$ cat config.mk
export PLATFORM = sky130hd
export DESIGN_NAME = rr_stream_mux
export DESIGN_NICKNAME = d
export VERILOG_FILES = /design/src/rtl/rr_stream_mux.sv
export SDC_FILE = /design/constraint.sdc
export NUM_CORES = 1
export LEC_CHECK = 0
export BUFFER_PORTS_ARGS = -buffer_cell sky130_fd_sc_hd__buf_2
export CAP_MARGIN = 20
export CORE_MARGIN = 2
export CORE_UTILIZATION = 30
export CTS_BUF_LIST = sky130_fd_sc_hd__clkbuf_8 sky130_fd_sc_hd__clkbuf_16
export CTS_CLUSTER_SIZE = 8
export DETAILED_ROUTE_END_ITERATION = 10
export PLACE_DENSITY_LB_ADDON = 0.15
export SLEW_MARGIN = 20
export SYNTH_ARGS = -nofsm -noshare
export SYNTH_HDL_FRONTEND = slang
export SYNTH_SLANG_ARGS = --single-unit
$ cat constraint.sdc
create_clock -name clk -period 2.1 [get_ports clk]
set_input_delay 0.105 -clock clk [delete_from_list [all_inputs] [get_ports clk]]
set_output_delay 0.105 -clock clk [all_outputs]
set_load 0.02 [all_outputs]
$ cat src/rtl/rr_stream_mux.sv
// rr_stream_mux: round-robin N_IN-to-1 valid/ready stream multiplexer with
// packet locking. A port that wins arbitration with a non-last beat keeps the
// grant until its last beat transfers, so packets are never interleaved on
// the output. The output is a single registered beat tagged with its source.
//
// Ports:
//   clk, rst_n            clock, asynchronous active-low reset
//   in_valid/in_last      per-port beat valid and end-of-packet marker
//   in_data               per-port data, port i at [i*DATA_W +: DATA_W]
//   in_ready              per-port accept (one-hot or zero)
//   out_valid/out_ready   output handshake
//   out_data/out_sel      registered output beat and its source port index
//   out_last              end-of-packet marker of the output beat

// Per-port request qualification and ready generation.
module rr_stream_mux_lane #(
  parameter int SEL_W = 2,
  parameter int IDX   = 0
) (
  input  logic             rst_n,
  input  logic             lock_mode,
  input  logic [SEL_W-1:0] lock_idx,
  input  logic             valid,
  input  logic             grant,
  input  logic             load_en,
  output logic             req,
  output logic             ready
);
  // While locked, only the owning port may request.
  assign req   = valid && (!lock_mode || (lock_idx == SEL_W'(IDX)));
  assign ready = grant && load_en && rst_n;
endmodule

module rr_stream_mux #(
  parameter int N_IN   = 4,
  parameter int DATA_W = 8,
  parameter int SEL_W  = $clog2(N_IN)
) (
  input  logic                   clk,
  input  logic                   rst_n,
  input  logic [N_IN-1:0]        in_valid,
  input  logic [N_IN*DATA_W-1:0] in_data,
  input  logic [N_IN-1:0]        in_last,
  output logic [N_IN-1:0]        in_ready,
  output logic                   out_valid,
  output logic [DATA_W-1:0]      out_data,
  output logic [SEL_W-1:0]       out_sel,
  output logic                   out_last,
  input  logic                   out_ready
);
  typedef enum logic {ARB = 1'b0, LOCK = 1'b1} state_t;

  typedef struct packed {
    logic [DATA_W-1:0] data;
    logic [SEL_W-1:0]  sel;
    logic              last;
  } beat_t;

  state_t                       state_q, state_d;
  logic   [SEL_W-1:0]           rr_ptr_q, rr_ptr_d;
  logic   [SEL_W-1:0]           lock_idx_q, lock_idx_d;
  logic                         out_valid_q, out_valid_d;
  beat_t                        out_q, out_d;

  logic   [N_IN-1:0][DATA_W-1:0] in_data_a;
  logic   [N_IN-1:0]            req;
  logic   [N_IN-1:0]            gnt_vec;
  logic   [SEL_W-1:0]           gnt_idx;
  logic                         gnt_any;
  logic                         load_en;
  logic                         xfer;

  assign in_data_a = in_data;
  assign load_en   = !out_valid_q || out_ready;
  assign xfer      = gnt_any && load_en && rst_n;

  function automatic logic [SEL_W-1:0] wrap_inc(input logic [SEL_W-1:0] idx);
    if (int'(idx) == N_IN - 1) wrap_inc = '0;
    else                       wrap_inc = idx + 1'b1;
  endfunction

  for (genvar i = 0; i < N_IN; i++) begin : g_lane
    rr_stream_mux_lane #(.SEL_W(SEL_W), .IDX(i)) u_lane (
      .rst_n     (rst_n),
      .lock_mode (state_q == LOCK),
      .lock_idx  (lock_idx_q),
      .valid     (in_valid[i]),
      .grant     (gnt_vec[i]),
      .load_en   (load_en),
      .req       (req[i]),
      .ready     (in_ready[i])
    );
  end

  // Rotating priority search starting at rr_ptr. In LOCK only the owner
  // requests, so the same search yields the locked port or nothing.
  always_comb begin
    int idx;
    idx     = 0;
    gnt_vec = '0;
    gnt_idx = '0;
    gnt_any = 1'b0;
    for (int off = 0; off < N_IN; off++) begin
      idx = int'(rr_ptr_q) + off;
      if (idx >= N_IN) idx = idx - N_IN;
      if (!gnt_any && req[idx]) begin
        gnt_any = 1'b1;
        gnt_idx = SEL_W'(idx);
      end
    end
    if (gnt_any) gnt_vec[gnt_idx] = 1'b1;
  end

  always_comb begin
    state_d    = state_q;
    rr_ptr_d   = rr_ptr_q;
    lock_idx_d = lock_idx_q;
    if (xfer) begin
      case (state_q)
        ARB: begin
          if (in_last[gnt_idx]) begin
            rr_ptr_d = wrap_inc(gnt_idx);
          end else begin
            state_d    = LOCK;
            lock_idx_d = gnt_idx;
          end
        end
        LOCK: begin
          if (in_last[gnt_idx]) begin
            state_d  = ARB;
            rr_ptr_d = wrap_inc(lock_idx_q);
          end
        end
        default: state_d = ARB;
      endcase
    end
  end

  // Output register: refills whenever empty or draining; data is left as-is
  // when it empties so only out_valid toggles.
  always_comb begin
    out_valid_d = out_valid_q;
    out_d       = out_q;
    if (load_en) begin
      out_valid_d = gnt_any;
      if (gnt_any) begin
        out_d.data = in_data_a[gnt_idx];
        out_d.sel  = gnt_idx;
        out_d.last = in_last[gnt_idx];
      end
    end
  end

  always_ff @(posedge clk or negedge rst_n) begin
    if (!rst_n) begin
      state_q     <= ARB;
      rr_ptr_q    <= '0;
      lock_idx_q  <= '0;
      out_valid_q <= 1'b0;
      out_q       <= '0;
    end else begin
      state_q     <= state_d;
      rr_ptr_q    <= rr_ptr_d;
      lock_idx_q  <= lock_idx_d;
      out_valid_q <= out_valid_d;
      out_q       <= out_d;
    end
  end

  assign out_valid = out_valid_q;
  assign out_data  = out_q.data;
  assign out_sel   = out_q.sel;
  assign out_last  = out_q.last;
endmodule

==> Flow_metrics.wiki <==
{| class="wikitable"
! Metric !! Value
|-
| Status || finished with violations
|-
| Violations in the final reports || setup timing
|-
| Number of enable-type register cells in the synthesized netlist || 0
|-
| Min-delay worst type || in2reg
|-
| Count of nets after finishing || 258
|-
| Vias after detailed routing || 1,226
|-
| Yosys warns || 0
|-
| Sink count of the clock tree || 17
|-
| Type of origin of the critical path || flop
|-
| Input/output buffers || 58
|-
| Number of antenna violations at the first check in global routing || 0
|-
| GR Util met2 || 30.17%
|-
| Share of the clock period used by the worst path || 110.8%
|-
| Met1 layer usage reported by global route || 21.87%
|-
| Most used flip-flop cell after synthesis || sky130_fd_sc_hd__dfrtp_1
|-
| Syn Std Cell Area || 1251 um^2
|-
| Slew of the pin with the lowest slew margin || 0.3173 ns
|-
| Clock tree from TritonCTS || yes
|-
| Leakage || 1.116 nW
|-
| Launching point of the worst reg2reg path || lock_idx_q[1]
|-
| Multi-input logic area || 973.4 um^2
|-
| Power share of the clock group || 6.4%
|-
| Largest driver fanout on the critical path || 4
|-
| Clk_lat worst skew || 0.25 ns
|-
| Gr usage total || 16.99%
|-
| Layer carrying the most global-route usage || met2
|-
| Core Rows || 23
|-
| Max Buffers Root-to-Sink || 2
|-
| Die span in x || 68.58 um
|-
| Flip-flop and latch count after synthesis || 17
|-
| Hold path startpoint || in_data[21]
|-
| Distinct cell type count after synthesis || 36
|-
| Ports || 59
|-
| CTS Buf Count || 3
|-
| Part of the total power dissipated in combinational logic || 76.4%
|-
| Last weighted congestion value of the routability-driven placer || 0.7393
|-
| Register area || 426.7 um^2
|-
| Ratio of routed vias to standard cells || 4.789
|-
| First-pass GRT wire length || 5982 um
|-
| R2R Path End || lock_idx_q[1]
|-
| Final WL || 3851 um
|-
| Dpl ws || -0.2037 ns
|-
| Reg power frac || 17.2%
|-
| Cell types with the largest area share after synthesis || sky130_fd_sc_hd__dfrtp_1, sky130_fd_sc_hd__mux2i_1, sky130_fd_sc_hd__ha_1
|-
| Cell count of the worst hold path || 3
|-
| Number of endpoints failing setup at the final stage || 18
|-
| Maximum vdd ir drop || 645.0 uV
|-
| Post-route clock skew || 0.0004657 ns
|-
| Diodes inserted || 0
|-
| Worst setup EP type || flop
|-
| HPWL after DPL || 2644 um
|-
| Finished Layout Cells || 256
|-
| First-pass iteration count of the detailed router || 4
|-
| Post-Syn Instances || 123
|-
| Switching power share of the total || 42.11%
|-
| RSZ-0062 raised after global routing || yes
|-
| Depth of the worst register-to-register path || 10
|-
| Synth top area share || 34.00%
|-
| Highest-count cells in the layout ignoring fill and taps || sky130_fd_sc_hd__buf_2, sky130_fd_sc_hd__buf_4, sky130_fd_sc_hd__mux2i_1
|-
| Placed standard-cell area || 1677 um^2
|-
| Placeable core region || 4000 um^2
|-
| Crit path required time || 2.24 ns
|-
| Die area || 4703 um^2
|-
| Post-Synthesis Net Count || 174
|-
| R2R Setup Slk || -0.23 ns
|-
| Largest area contributor in the netlist || sky130_fd_sc_hd__dfrtp_1
|-
| Worst-case headroom to the max-slew limit || 78.85%
|-
| Internal portion of total power || 2.222 mW
|-
| Global route total overflow || 0
|-
| Slew Viols, Final || 0
|-
| Total negative slack for setup checks || -1.670 ns
|-
| Arrival time worst endpoint || 2.47 ns
|-
| Vias in the first global route || 1,291
|-
| Destination of the worst hold path || out_data[5]
|-
| Drt first-iter violations || 24
|-
| Die Y-Extent || 68.58 um
|-
| Start-to-end type of the worst setup path || reg2reg
|-
| Count of maximum capacitance violations || 0
|-
| Post-synthesis area per instance || 10.17 um^2
|-
| Summed area of non-filler cells in the final layout || 2170 um^2
|-
| DR DRC count || 0
|-
| Share of cells above drive strength 1 || 63.59%
|-
| Deepest level of the CTS H-tree || 1
|-
| Fill cell instance count of the final layout || 353
|-
| Routing usage on met3 || 2.110%
|-
| Maximum number of pins on one net before global-route repair || 22
|-
| Total count of hold-check failures in the final report || 0
|-
| Initial Util || 31.28%
|-
| F_max || 429.7 MHz
|-
| Clock-pin slew of the registers on the worst-case setup and hold paths || 0.07 ns
|-
| Post-DRT Antenna Nets || 0
|-
| Worst-case setup margin in the final layout || -0.2274 ns
|-
| Synthesis-to-layout area growth || 73.40%
|-
| Switch Pwr || 1.616 mW
|-
| FFs w/ async S/R, synth || 100.0%
|-
| CTS root buffer || sky130_fd_sc_hd__clkbuf_8
|-
| DR WL/cell || 15.04 um
|-
| Power density normalized to cell area || 1769 nW/um^2
|-
| Number of cells in the design after placement || 237
|-
| Min Tclk post-route || 2.327 ns
|-
| Sequential area share after synthesis || 34.00%
|-
| Most common library cell in the layout ignoring fill and taps || sky130_fd_sc_hd__buf_2
|}
==> cells by family (layout without fill, tap and decap cells) <==
kind of cell	Yosys count	after routing	share of synthesized area (%)
AOI/OAI and AO/OA	28	28	17.00
buffers and inverters	16	99	7.100
DFF	17	17	34.00
and+or+nand+nor	30	30	14.30
adders and majority gates	8	8	8.000
muxes	24	24	19.60
==> area by class of cell <==
cell class / count / area share, %
Timing Repair Buffer: 88 / 28.95
Sequential cell: 17 / 19.67
Clock inverter: 1 / 0.1730
Inverter: 7 / 1.557
Multi-Input combinational cell: 90 / 44.87
Clock buffer: 3 / 1.903
Tap cell: 50 / 2.884
==> power groups by stage <==
stage          registers [mW]  clock network (mW)  logic [mW]
2_1_floorplan           0.730                   0        1.19
3_3_place_gp            0.621                   0        1.87
3_5_place_dp            0.623                   0        1.93
4_1_cts                 0.646               0.252        2.67
5_1_grt                 0.686               0.272        3.16
6_report                0.661               0.246        2.93
==> layer usage <==
metal	routed length, um	vias to the layer above
li1	-	610
met1	1589	577
met2	2064	37
met3	182	2
met4	14	0
met5	0	-
==> state kept, by name, indices dropped and copies added, names as in the netlist <==
signal / count
out_valid: 1
out_data: 8
state_q: 1
rr_ptr_q: 2
out_sel: 2
lock_idx_q: 2
out_last: 1
==> timing repair <==
item,in CTS,in global routing
gates cloned,2,0
hold buffers,1,0
endpoints found under the hold margin,17,0
endpoints found under the setup margin,17,20
pin swaps,13,8
buffers inserted,8,4
gates resized for setup,54,17
==> worst max-delay path by stage <==
stage                        startpoint            end
after global routing      lock_idx_q[1]  lock_idx_q[1]
after floorplan           lock_idx_q[0]  lock_idx_q[1]
after global placement    lock_idx_q[0]    rr_ptr_q[1]
after detailed placement  lock_idx_q[0]    rr_ptr_q[1]
final                     lock_idx_q[1]  lock_idx_q[1]
after CTS                 lock_idx_q[1]    rr_ptr_q[0]
==> Yosys cell counts, types with 2 or more instances <==
cell                        number
sky130_fd_sc_hd__a2bb2oi_1       8
sky130_fd_sc_hd__and3_1          4
sky130_fd_sc_hd__mux2i_1        22
sky130_fd_sc_hd__o21ai_0         9
sky130_fd_sc_hd__nand2_1        11
sky130_fd_sc_hd__dfrtp_1        17
sky130_fd_sc_hd__and2_4          2
sky130_fd_sc_hd__buf_2           2
sky130_fd_sc_hd__nand2b_1        4
sky130_fd_sc_hd__inv_1           6
sky130_fd_sc_hd__ha_1            8
sky130_fd_sc_hd__o21a_1          2
sky130_fd_sc_hd__buf_4           5
==> worst max-delay path: stages, from the launching register on <==
cell and delay [ns]:
sky130_fd_sc_hd__dfrtp_1 0.43, sky130_fd_sc_hd__inv_2 0.13, sky130_fd_sc_hd__ha_4 0.13, sky130_fd_sc_hd__nand2b_4 0.11, sky130_fd_sc_hd__buf_4 0.12, sky130_fd_sc_hd__a32oi_4 0.05
sky130_fd_sc_hd__o21bai_4 0.27, sky130_fd_sc_hd__mux2i_2 0.34, sky130_fd_sc_hd__mux2i_4 0.12, sky130_fd_sc_hd__or3b_4 0.40, sky130_fd_sc_hd__mux2i_1 0.12
==> per-stage QoR <==
step           hold slack [ns]  power [mW]  util [%]
4_1_cts                 0.1235       3.572     51.33
6_report                0.1266       3.838     54.24
3_5_place_dp            0.1189       2.548     41.91
5_1_grt                 0.1402       4.119     54.24
3_3_place_gp            0.1141       2.488     41.91
2_1_floorplan          -0.1906       1.919         -
Note: power is estimated with default switching activity, not from simulation.
